[src/rtl/nw_pkg.sv]
// rtl/nw_pkg.sv - shared FSM states, score types and saturating arithmetic for nw_linear_array
package nw_pkg;

    typedef enum logic [2:0] {IDLE, LOAD_Q, STREAM, DRAIN, DONE} state_t;

    localparam int SWIDTH_DEF = 16;
    typedef logic signed [SWIDTH_DEF-1:0] score_t;

    // Wide enough to hold the sum of two 32-bit scores without wrapping.
    typedef logic signed [33:0] wide_t;

    function automatic wide_t sat(input wide_t v, input int sw);
        wide_t hi;
        wide_t lo;
        hi = (wide_t'(1) <<< (sw - 1)) - wide_t'(1);
        lo = -hi - wide_t'(1);
        if (v > hi) return hi;
        if (v < lo) return lo;
        return v;
    endfunction

    function automatic wide_t sat_add(input wide_t a, input wide_t b, input int sw);
        return sat(a + b, sw);
    endfunction

    function automatic wide_t max3(input wide_t d, input wide_t u, input wide_t l);
        if (d >= u && d >= l) return d;
        if (u >= l) return u;
        return l;
    endfunction

endpackage

[src/rtl/nw_pe.sv]
// rtl/nw_pe.sv - one alignment cell: stored query char, left/diag scores and the valid/last shift bits
module nw_pe
    import nw_pkg::*;
#(
    parameter int IDX      = 0,
    parameter int CWIDTH   = 2,
    parameter int SWIDTH   = 16,
    parameter int MATCH    = 1,
    parameter int MISMATCH = -1,
    parameter int INDEL    = -1
) (
    input  logic                     clk,
    input  logic                     reset,
    input  logic                     i_clr,
    input  logic                     i_load,
    input  logic [CWIDTH-1:0]        i_q_char,
    input  logic                     i_valid,
    input  logic [CWIDTH-1:0]        i_char,
    input  logic                     i_last,
    input  logic signed [SWIDTH-1:0] i_up,
    output logic                     o_valid,
    output logic [CWIDTH-1:0]        o_char,
    output logic                     o_last,
    output logic signed [SWIDTH-1:0] o_h,
    output logic signed [SWIDTH-1:0] o_max
);

`ifdef NW_LOCAL_EN
    localparam logic signed [SWIDTH-1:0] INIT_L = '0;
    localparam logic signed [SWIDTH-1:0] INIT_D = '0;
`else
    localparam logic signed [SWIDTH-1:0] INIT_L = SWIDTH'(sat(wide_t'((IDX + 1) * INDEL), SWIDTH));
    localparam logic signed [SWIDTH-1:0] INIT_D = SWIDTH'(sat(wide_t'(IDX * INDEL), SWIDTH));
`endif

    logic [CWIDTH-1:0]        r_q;
    logic [CWIDTH-1:0]        r_char;
    logic                     r_valid;
    logic                     r_last;
    logic signed [SWIDTH-1:0] r_left;
    logic signed [SWIDTH-1:0] r_diag;
    wide_t                    w_h;

    always_comb begin
        w_h = max3(sat_add(wide_t'(r_diag), wide_t'((r_q == i_char) ? MATCH : MISMATCH), SWIDTH),
                   sat_add(wide_t'(i_up), wide_t'(INDEL), SWIDTH),
                   sat_add(wide_t'(r_left), wide_t'(INDEL), SWIDTH));
`ifdef NW_LOCAL_EN
        if (w_h < 0) w_h = '0;
`endif
    end

    // diag only advances on valid beats so bubbles leave the recurrence untouched.
    always_ff @(posedge clk) begin
        if (reset) begin
            r_q     <= '0;
            r_char  <= '0;
            r_valid <= 1'b0;
            r_last  <= 1'b0;
            r_left  <= '0;
            r_diag  <= '0;
        end else begin
            r_valid <= i_valid & ~i_clr;
            r_char  <= i_char;
            r_last  <= i_last;
            if (i_load) begin
                r_q    <= i_q_char;
                r_left <= INIT_L;
                r_diag <= INIT_D;
            end else if (i_valid) begin
                r_left <= w_h[SWIDTH-1:0];
                r_diag <= i_up;
            end
        end
    end

`ifdef NW_LOCAL_EN
    logic signed [SWIDTH-1:0] r_max;

    always_ff @(posedge clk) begin
        if (reset || i_load) begin
            r_max <= '0;
        end else if (i_valid && w_h > wide_t'(r_max)) begin
            r_max <= w_h[SWIDTH-1:0];
        end
    end

    assign o_max = r_max;
`else
    assign o_max = r_left;
`endif

    assign o_valid = r_valid;
    assign o_char  = r_char;
    assign o_last  = r_last;
    assign o_h     = r_left;

endmodule

[src/rtl/nw_linear_array.sv]
// rtl/nw_linear_array.sv - systolic Needleman-Wunsch scorer; define NW_LOCAL_EN for Smith-Waterman local mode
module nw_linear_array
    import nw_pkg::*;
#(
    parameter int PE_COUNT  = 16,
    parameter int CWIDTH    = 2,
    parameter int SWIDTH    = 16,
    parameter int LEN_WIDTH = 16,
    parameter int MATCH     = 1,
    parameter int MISMATCH  = -1,
    parameter int INDEL     = -1
) (
    input  logic                     clk,
    input  logic                     reset,
    input  logic                     start,
    input  logic [LEN_WIDTH-1:0]     q_len,
    input  logic                     q_valid,
    input  logic [CWIDTH-1:0]        q_char,
    output logic                     q_ready,
    input  logic                     r_valid,
    input  logic [CWIDTH-1:0]        r_char,
    input  logic                     r_last,
    output logic                     r_ready,
    output logic                     busy,
    output logic signed [SWIDTH-1:0] score,
    output logic                     score_valid,
    output logic                     err
);

    localparam int SELW = (PE_COUNT > 1) ? $clog2(PE_COUNT) : 1;

    state_t                   r_state;
    state_t                   w_next;
    logic [LEN_WIDTH-1:0]     r_qlen;
    logic [LEN_WIDTH-1:0]     r_cnt;
    logic [LEN_WIDTH-1:0]     r_rlen;
    logic signed [SWIDTH-1:0] r_bnd;
    logic signed [SWIDTH-1:0] r_in_up;
    logic signed [SWIDTH-1:0] r_score;
    logic [CWIDTH-1:0]        r_in_char;
    logic                     r_in_valid;
    logic                     r_in_last;
    logic                     r_err;

    logic                     w_start;
    logic                     w_bad;
    logic                     w_q_acc;
    logic                     w_r_acc;
    logic                     w_fin;
    logic [SELW-1:0]          w_sel;
    logic signed [SWIDTH-1:0] w_bnd_nxt;
    logic signed [SWIDTH-1:0] w_best;
    logic                     w_unused;

    logic [PE_COUNT-1:0]      w_iv, w_il, w_ov, w_ol;
    logic [CWIDTH-1:0]        w_ic [PE_COUNT];
    logic [CWIDTH-1:0]        w_oc [PE_COUNT];
    logic signed [SWIDTH-1:0] w_iu [PE_COUNT];
    logic signed [SWIDTH-1:0] w_h  [PE_COUNT];
    logic signed [SWIDTH-1:0] w_max[PE_COUNT];

    assign w_start = start && (r_state == IDLE || r_state == DONE);
    assign w_bad   = (q_len == '0) || (q_len > LEN_WIDTH'(PE_COUNT));
    assign w_q_acc = (r_state == LOAD_Q) && q_valid;
    assign w_r_acc = (r_state == STREAM) && r_valid;
    assign w_sel   = SELW'(r_qlen - LEN_WIDTH'(1));
    assign w_fin   = w_ov[w_sel] && w_ol[w_sel];

`ifdef NW_LOCAL_EN
    assign w_bnd_nxt = '0;

    always_comb begin
        w_best = '0;
        for (int i = 0; i < PE_COUNT; i++) begin
            if (LEN_WIDTH'(i) < r_qlen && w_max[i] > w_best) w_best = w_max[i];
        end
    end
`else
    assign w_bnd_nxt = SWIDTH'(sat_add(wide_t'(r_bnd), wide_t'(INDEL), SWIDTH));
    assign w_best    = w_max[w_sel];
`endif

    always_comb begin
        w_next      = r_state;
        q_ready     = 1'b0;
        r_ready     = 1'b0;
        busy        = 1'b1;
        score_valid = 1'b0;
        case (r_state)
            IDLE, DONE: begin
                busy        = 1'b0;
                score_valid = (r_state == DONE);
                if (start) w_next = w_bad ? DONE : LOAD_Q;
            end
            LOAD_Q: begin
                q_ready = 1'b1;
                if (q_valid && r_cnt == r_qlen - LEN_WIDTH'(1)) w_next = STREAM;
            end
            STREAM: begin
                r_ready = 1'b1;
                if (r_valid && r_last) w_next = DRAIN;
            end
            DRAIN:   if (w_fin) w_next = DONE;
            default: w_next = IDLE;
        endcase
    end

    always_ff @(posedge clk) begin
        if (reset) begin
            r_state    <= IDLE;
            r_qlen     <= '0;
            r_cnt      <= '0;
            r_rlen     <= '0;
            r_bnd      <= '0;
            r_in_up    <= '0;
            r_in_char  <= '0;
            r_in_valid <= 1'b0;
            r_in_last  <= 1'b0;
            r_score    <= '0;
            r_err      <= 1'b0;
        end else begin
            r_state    <= w_next;
            r_in_valid <= w_r_acc;
            r_in_char  <= r_char;
            r_in_last  <= r_last & w_r_acc;
            if (w_start) begin
                r_qlen <= q_len;
                r_cnt  <= '0;
                r_rlen <= '0;
                r_bnd  <= '0;
                r_err  <= w_bad;
                if (w_bad) r_score <= '0;
            end
            if (w_q_acc) r_cnt <= r_cnt + LEN_WIDTH'(1);
            // Reference overflow is flagged but the job still completes normally.
            if (w_r_acc) begin
                r_bnd   <= w_bnd_nxt;
                r_in_up <= w_bnd_nxt;
                if (r_rlen != '1) r_rlen <= r_rlen + LEN_WIDTH'(1);
                if (r_rlen >= {{(LEN_WIDTH-1){1'b1}}, 1'b0}) r_err <= 1'b1;
            end
            if (r_state == DRAIN && w_fin) r_score <= w_best;
        end
    end

    for (genvar g = 0; g < PE_COUNT; g++) begin : g_pe
        if (g == 0) begin : g_head
            assign w_iv[0] = r_in_valid;
            assign w_il[0] = r_in_last;
            assign w_ic[0] = r_in_char;
            assign w_iu[0] = r_in_up;
        end else begin : g_link
            assign w_iv[g] = w_ov[g-1];
            assign w_il[g] = w_ol[g-1];
            assign w_ic[g] = w_oc[g-1];
            assign w_iu[g] = w_h[g-1];
        end

        nw_pe #(
            .IDX(g), .CWIDTH(CWIDTH), .SWIDTH(SWIDTH),
            .MATCH(MATCH), .MISMATCH(MISMATCH), .INDEL(INDEL)
        ) u_pe (
            .clk     (clk),
            .reset   (reset),
            .i_clr   (w_start),
            .i_load  (w_q_acc && r_cnt == LEN_WIDTH'(g)),
            .i_q_char(q_char),
            .i_valid (w_iv[g]),
            .i_char  (w_ic[g]),
            .i_last  (w_il[g]),
            .i_up    (w_iu[g]),
            .o_valid (w_ov[g]),
            .o_char  (w_oc[g]),
            .o_last  (w_ol[g]),
            .o_h     (w_h[g]),
            .o_max   (w_max[g])
        );
    end

    assign w_unused = ^{w_oc[PE_COUNT-1], w_h[PE_COUNT-1]};

    assign score = r_score;
    assign err   = r_err;

endmodule
[config.mk]
export PLATFORM = sky130hd
export DESIGN_NAME = nw_linear_array
export DESIGN_NICKNAME = d
export VERILOG_FILES = /design/src/rtl/nw_pkg.sv /design/src/rtl/nw_pe.sv /design/src/rtl/nw_linear_array.sv
export SDC_FILE = /design/constraint.sdc
export NUM_CORES = 2
export LEC_CHECK = 0
export BUFFER_PORTS_ARGS = -buffer_cell sky130_fd_sc_hd__buf_2
export CAP_MARGIN = 0
export CELL_PAD_IN_SITES_DETAIL_PLACEMENT = 0
export CELL_PAD_IN_SITES_GLOBAL_PLACEMENT = 1
export CORE_MARGIN = 2
export CORE_UTILIZATION = 45
export CTS_BUF_LIST = sky130_fd_sc_hd__clkbuf_16
export DETAILED_ROUTE_END_ITERATION = 10
export PLACE_DENSITY = 0.77
export SLEW_MARGIN = 20
export SYNTH_ARGS = -nofsm -noshare
export SYNTH_HDL_FRONTEND = slang
export SYNTH_SLANG_ARGS = --single-unit
export TNS_END_PERCENT = 5
[constraint.sdc]
create_clock -name clk -period 14.61 [get_ports clk]
set_input_delay 0.7305 -clock clk [delete_from_list [all_inputs] [get_ports clk]]
set_output_delay 0.7305 -clock clk [all_outputs]
set_load 0.005 [all_outputs]
### Word-level counts from Yosys, hierarchy flattened

Index checks and enable logic that the tools add are counted.

* add/sub/neg operators: 37
* multipliers: 0
* divide/modulo/power cells: 0
* $lt $le $gt $ge: 120
* eq/ne operators: 41
* shift operators: 0
* muxes and demuxes: 457
* bitwise logic cells: 19
* reduce and logical (&&, ||, !) cells: 83

Operator list (count)
* $mux 34: 148
* $mux 16: 141
* $ge 34x34->1: 48
* $gt 34x16->1 const B: 33
* $lt 34x16->1 const B: 33
* $add 16x34->34: 16
* $add 16x1->17 const B: 18
* $mux 1: 159
* $eq 16x4->1 const B: 8
* $bmux 16 s4: 1
* $eq 16x3->1 const B: 4
* $reduce_bool 2->1: 20
* $logic_and 1x1->1: 39
* $reduce_or 2->1: 17
* $add 16x1->16 const B: 2
* $eq 16x2->1 const B: 2
* $eq 2x2->1: 16
* $logic_not 16->1: 2
* $and 1x1->1: 17
* $gt 17x16->1 const B: 1
* $lt 17x16->1 const B: 1
* $eq 16x1->1 const B: 1
* $eq 16x16->1: 1
* $ge 16x16->1 const B: 1
* other kinds (19): 28

* register bits after elaboration: 710
* latch bits: 0
* bits in writable memories: 0
* bits in read-only memories: 0
* bits of input ports: 26
* output and inout port bits: 21
* logic and storage cells: 892
* memories kept: 0

### Longest topological paths before layout

* depth in word-level cells: 16
* mapped depth: 32
* mapped depth without buffers: 30

### By module

Synthesis repeated with hierarchy kept, for this count alone.

* cells, all modules: 13843
* area, all modules: 105745.2 µm²

By module, submodules not included
* nw_linear_array: times used 1, cells each 825, area an instance 7303.3 µm², sequential area each 2082.0 µm²
* nw_pe (g_pe[1].u_pe): times used 1, cells each 850, area an instance 6384.9 µm², sequential area each 760.7 µm²
* nw_pe (g_pe[0].u_pe): times used 1, cells each 848, area an instance 6379.9 µm², sequential area each 760.7 µm²
* nw_pe (g_pe[8].u_pe): times used 1, cells each 848, area an instance 6318.6 µm², sequential area each 760.7 µm²
* nw_pe (g_pe[13].u_pe): times used 1, cells each 810, area an instance 6278.5 µm², sequential area each 760.7 µm²
* nw_pe (g_pe[2].u_pe): times used 1, cells each 830, area an instance 6183.4 µm², sequential area each 760.7 µm²
* nw_pe (g_pe[9].u_pe): times used 1, cells each 810, area an instance 6179.7 µm², sequential area each 760.7 µm²
* nw_pe (g_pe[4].u_pe): times used 1, cells each 822, area an instance 6134.6 µm², sequential area each 760.7 µm²
* nw_pe (g_pe[15].u_pe): times used 1, cells each 819, area an instance 6118.4 µm², sequential area each 760.7 µm²
* nw_pe (g_pe[3].u_pe): times used 1, cells each 795, area an instance 6118.4 µm², sequential area each 760.7 µm²
* nw_pe (g_pe[11].u_pe): times used 1, cells each 803, area an instance 6113.4 µm², sequential area each 760.7 µm²
* nw_pe (g_pe[14].u_pe): times used 1, cells each 798, area an instance 6094.6 µm², sequential area each 760.7 µm²
* nw_pe (g_pe[5].u_pe): times used 1, cells each 797, area an instance 6088.3 µm², sequential area each 760.7 µm²
* nw_pe (g_pe[10].u_pe): times used 1, cells each 808, area an instance 6080.8 µm², sequential area each 760.7 µm²
* +3 rows

### Worst setup path after synthesis

Ideal clock, no wire load.

* path type: reg-to-reg
* from: reg g_pe[10].u_pe.r_q[0]
* to: reg g_pe[10].u_pe.r_left[11]
* setup time: 0.119 ns
* data arrival time: 7.683 ns
* data required time: 14.491 ns
* setup slack: 6.809 ns
* stages on the path, launching flop included: 29
* buffers on the path: 2
* clock period less this slack: 7.801 ns
* path through: dfxtp_1 > xnor2_1 > nand2_1 > fa_1 > a21oi_1 > o21bai_1 > a2111o_1 > nor4bb_1 > o31ai_1 > nand2_1 > a21oi_1 > fa_1 > or4bb_1 > or3_1 > ha_1 > buf_1 > clkbuf_1 > nand3_1 > nand2_1 > ha_1 > a21o_1 > a21o_1 > a221o_1 > a221oi_1 > a21boi_0 > nor2_1 > a211oi_2 > nand2_1 > o221a_2

* cells in the longest elaborated chain, start to end: 14
* elaborated cells on any way between the ends: 21
* those cells by class: add/sub (1); order compare (4); eq/ne (1); mux (14); reduce/logical (1)

RTL lines
* start, declared: line nw_pe.sv:36 `logic [CWIDTH-1:0] r_q;`
* start signal, assigned: line nw_pe.sv:67 `r_q <= i_q_char;`
* $eq 2x2->1 *: line nw_pe.sv:45 `w_h = max3(sat_add(wide_t'(r_diag), wide_t'((r_q == i_char) ? MATCH : MISMATCH), SWIDTH),`
* $mux 34 *: line nw_pe.sv:45
* $add 16x34->34 *: line nw_pkg.sv:23 `return sat(a + b, sw);`
* $lt 34x16->1: line nw_pkg.sv:18 `if (v < lo) return lo;`
* $mux 1 (2 in a row): line nw_pkg.sv:18
* $mux 34: line nw_pkg.sv:19 `return v;`
* $mux 34 *: line nw_pkg.sv:18
* $ge 34x34->1 or $mux 16 (tied branches): line nw_pkg.sv:27 `if (d >= u && d >= l) return d;`
* $logic_and 1x1->1 or $mux 16 (tied branches): line nw_pkg.sv:27, nw_pkg.sv:28
* $mux 1 or $mux 16 (tied branches): line nw_pkg.sv:27, nw_pkg.sv:29
* $mux 16 *: line nw_pkg.sv:28 `if (u >= l) return u;`
* $mux 16 *: line nw_pe.sv:70 `end else if (i_valid) begin`
* $mux 16 *: line nw_pe.sv:66 `if (i_load) begin`
* end signal, assigned: line nw_pe.sv:71 `r_left <= w_h[SWIDTH-1:0];`
* end, declared: line nw_pe.sv:40 `logic signed [SWIDTH-1:0] r_left;`

Every way passes the cells marked *; elsewhere a longest branch is shown, timed or not. The select of a mux whose other input is x is not followed.
A chain may end at the register's enable or synchronous reset.

### Final worst setup path

* from: reg g_pe[2].u_pe.r_q[1]
* to: reg g_pe[2].u_pe.r_left[12]

* cells in the longest elaborated chain, start to end: 14
* elaborated cells on any way between the ends: 21
* those cells by class: add/sub (1); order compare (4); eq/ne (1); mux (14); reduce/logical (1)

RTL lines (line)
* start, declared: nw_pe.sv:36
* start signal, assigned: nw_pe.sv:67
* $eq 2x2->1 *: nw_pe.sv:45
* $mux 34 *: nw_pe.sv:45
* $add 16x34->34 *: nw_pkg.sv:23
* $lt 34x16->1: nw_pkg.sv:18
* $mux 1 (2 in a row): nw_pkg.sv:18
* $mux 34: nw_pkg.sv:19
* $mux 34 *: nw_pkg.sv:18
* $ge 34x34->1 or $mux 16 (tied branches): nw_pkg.sv:27
* $logic_and 1x1->1 or $mux 16 (tied branches): nw_pkg.sv:27, nw_pkg.sv:28
* $mux 1 or $mux 16 (tied branches): nw_pkg.sv:27, nw_pkg.sv:29
* $mux 16 *: nw_pkg.sv:28
* $mux 16 *: nw_pe.sv:70
* $mux 16 *: nw_pe.sv:66
* end signal, assigned: nw_pe.sv:71
* end, declared: nw_pe.sv:40

Marked as above.

==> results.yml <==
sta:
  rsz0062_at_grt: "no"
  max_freq_mhz: 107
  final_hold_viol_count: 0
  max_slew_margin_pct: 17.3
  period_share_pct: 64.2
  slew_violations: 0
  worstMarginPinSlew_ns: 1.24
  finalClockSkew_ns: 0.0306
  setup_violations: 0
  fin_setup_tns_ns: 0
  min_period_ns: 9.38
placement:
  port_buffers: 46
  place.gp.congestion: 0.957
  dp_hpwl_mm: 254
  dpl_cell_area_um2: 94100
yosys:
  synth_seq_area_share_pct: 15.5
  synth_compound_area_share_pct: 24.3
  synth_top_family_by_area: "compound AO/OA/AOI/OAI gates"
  postSynthCellCount: 11532
  synth_fp_nets: 13296
  synth-simple-area-share_pct: 18.6
  synth_edf_count: 0
  synth_fa_ha_area_share_pct: 24.2
  postSynth.asyncResetShare_pct: 0
  ys_types: 110
  syn_area_per_cell_um2: 7.95
  synth_xor_xnor_area_share_pct: 4.60
  synth-main-ff-cell: "dfxtp_1"
  synth_mux_area_share_pct: 7.84
  syn_area_um2: 91700
  ys_ff_latch: 710
  yosysWarnings: 0
setup_path:
  worst_r2r_endpoint: "g_pe[2].u_pe.o_h[12]$_SDFFE_PP0P_"
  critPathMaxStageDelay_ns: 0.67
  path_max_fanout: 19
  setup.worst_path.end: "g_pe[2].u_pe.o_h[12]$_SDFFE_PP0P_"
  timing.rr.start: "g_pe[2].u_pe.r_q[1]$_SDFFE_PP0P_"
  rrSetupSlack_ns: 5.23
  worstPathRequired_ns: 15.24
  cp-startpoint: "g_pe[2].u_pe.r_q[1]$_SDFFE_PP0P_"
  critical_path_class: "reg2reg"
  end_kind: "flip-flop"
  crit_slowest_cell: "clkinv_1"
  arrival_ns: 10.01
  worstRegToRegCells: 28
  crit_path_start_kind: "flip-flop"
global_routing:
  grt_max_degree: 150
  grt_pass1_wl_mm: 495
  antenna_found_initial: 17
  grt_pass1_vias: 83093
  grt-ovfl-total: 0
  grt_util_all_layers_pct: 29.8
clock_network:
  cts_buffer_depth: 3
  post_cts_buffers: 0
  cts.htree.levels: 3
  cts_tree: "yes"
  clk_latency_ns: 0.75
  cts_resized: 0
  clock-sinks: 710
  path_clk_slew_ns: 0.07
  cts_hold_buf: 0
  cts-buffers-inserted: 89
  cts_root_buffer: "clkbuf_16"
die:
  die_w_um: 456
  ioPinCount: 47
  initial_utilization_pct: 45.3
  core-area_um2: 202000
  die_h_um: 456
  rows: 165
  die_area_um2: 207000
route:
  drc_errors: 0
  ant_nets: 0
  vias: 88123
  routed_wl_mm: 325
  wl_per_cell_um: 23.3
  vias_per_cell: 6.31
  drtIter0Drc: 8398
  first_pass_iters: 7
cells_and_area:
  area_growth_pct: 5.88
  final_common_cell: "ha_1"
  layout-drive-gt1-share_pct: 5.47
  fin_area_um2: 97100
  final_util_pct: 48.0
  fin_nets: 12963
  most-common-layout-cells: "1675 x ha_1, 988 x a21oi_1, 966 x nor2_1"
power:
  p_leak_uw: 0.0473
  ir_drop_uv: 79.0
  p_per_area_nw_per_um2: 48.7
  power_uw: 4730
worst_hold_path:
  hp-class: "in2reg"
run:
  maxCapViolCount: 0
status:
  outcome: "finished, final reports clean"
routing by layer:
layer  vias to the layer above  wire (um)  GRT usage, %
li1                      42201          -             -
met1                     42115     145000          40.8
met2                      3193     143000          47.6
met3                       602      24300          4.20
met4                        12      12500          10.8
met5                         -         68             0
metrics by stage:
step	std cells	hold WS, ns	worst slack, ns
2_1_floorplan	11532	0.414	6.81
3_3_place_gp	13780	0.438	5.32
3_5_place_dp	13780	0.429	5.34
4_1_cts	13945	0.249	5.31
5_1_grt	13946	0.281	4.30
6_report	13955	0.300	5.23
synth_stat cells, types with 71 or more instances:
library cell | count | area [um^2]
ha_1 | 1676 | 21000
a21oi_1 | 990 | 4950
nor2_1 | 968 | 3630
dfxtp_1 | 710 | 14200
nand2_1 | 674 | 2530
inv_1 | 569 | 2140
o21ai_0 | 559 | 2800
mux2i_1 | 510 | 5100
clkbuf_1 | 506 | 1900
a21o_1 | 387 | 2910
xnor2_1 | 294 | 2570
nor3_1 | 271 | 1360
nand4_1 | 258 | 1610
o21a_1 | 216 | 1620
nand3_1 | 213 | 1070
a211oi_1 | 205 | 1540
nor2b_1 | 198 | 1240
xor2_1 | 188 | 1650
nand2b_1 | 167 | 1040
a21boi_0 | 106 | 796
or2_2 | 99 | 619
nor4_1 | 89 | 557
a31oi_1 | 85 | 532
o211ai_1 | 83 | 623
mux4_2 | 81 | 1820
o31ai_1 | 80 | 601
and2_1 | 79 | 494
or3_1 | 74 | 463
o21bai_1 | 71 | 533
power breakdown:
part           internal [uW]  switching, uW
clock network           1320           1020
logic                    150            292
registers               1940           8.08
total                   3410           1320
state kept, by name, summed over array words and instances, names as in the netlist:
signal / count
r_in_char: 2
r_rlen: 16
r_in_up: 16
r_in_valid: 1
g_pe.u_pe.r_diag: 256
g_pe.u_pe.o_last: 16
g_pe.u_pe.o_valid: 16
r_qlen: 16
score: 16
r_cnt: 16
g_pe.u_pe.o_char: 30
r_in_last: 1
err: 1
g_pe.u_pe.o_h: 256
r_bnd: 16
r_state: 3
g_pe.u_pe.r_q: 32
layout make-up:
cell class	instances	area [um^2]
Fill cell	19808	105000
Multi-Input combinational cell	9642	73200
Sequential cell	710	14200
Tap cell	2672	3340
Clock buffer	89	2230
Inverter	593	2230
Timing Repair Buffer	163	1130
Clock inverter	76	779
Antenna cell	10	25.0
cell families after synthesis:
group | count (synthesis)
and+or+nand+nor | 3390
adders and majority gates | 1739
muxes | 614
buffers and inverters | 1180
xor gates and xnor gates | 482
AOI/OAI and AO/OA | 3417
DFF | 710
worst max-delay path: cells and delay by family, from the launching register on:
| kind | cells | cell delay (ns) |
|---|---|---|
| compound gates | 15 | 4.13 |
| xor+xnor | 1 | 0.15 |
| fa+ha+maj | 4 | 2.03 |
| buf+inv | 1 | 0.67 |
| flops | 1 | 0.32 |
| simple gates | 7 | 1.95 |
worst min-delay path by stage:
stage	startpoint	end	slack [ns]	cells after the start
detailed placement	r_in_last$_SDFF_PP0_	g_pe[0].u_pe.o_last$_SDFF_PP0_	0.43	1
CTS	q_len[0]	r_qlen[0]$_SDFFE_PP0P_	0.25	3
global route	q_len[0]	r_qlen[0]$_SDFFE_PP0P_	0.28	3
finish	q_len[0]	r_qlen[0]$_SDFFE_PP0P_	0.30	3
global placement	r_in_last$_SDFF_PP0_	g_pe[0].u_pe.o_last$_SDFF_PP0_	0.44	1
floorplan	r_in_last$_SDFF_PP0_	g_pe[0].u_pe.o_last$_SDFF_PP0_	0.41	1
Power figures use the tool's default switching activity.
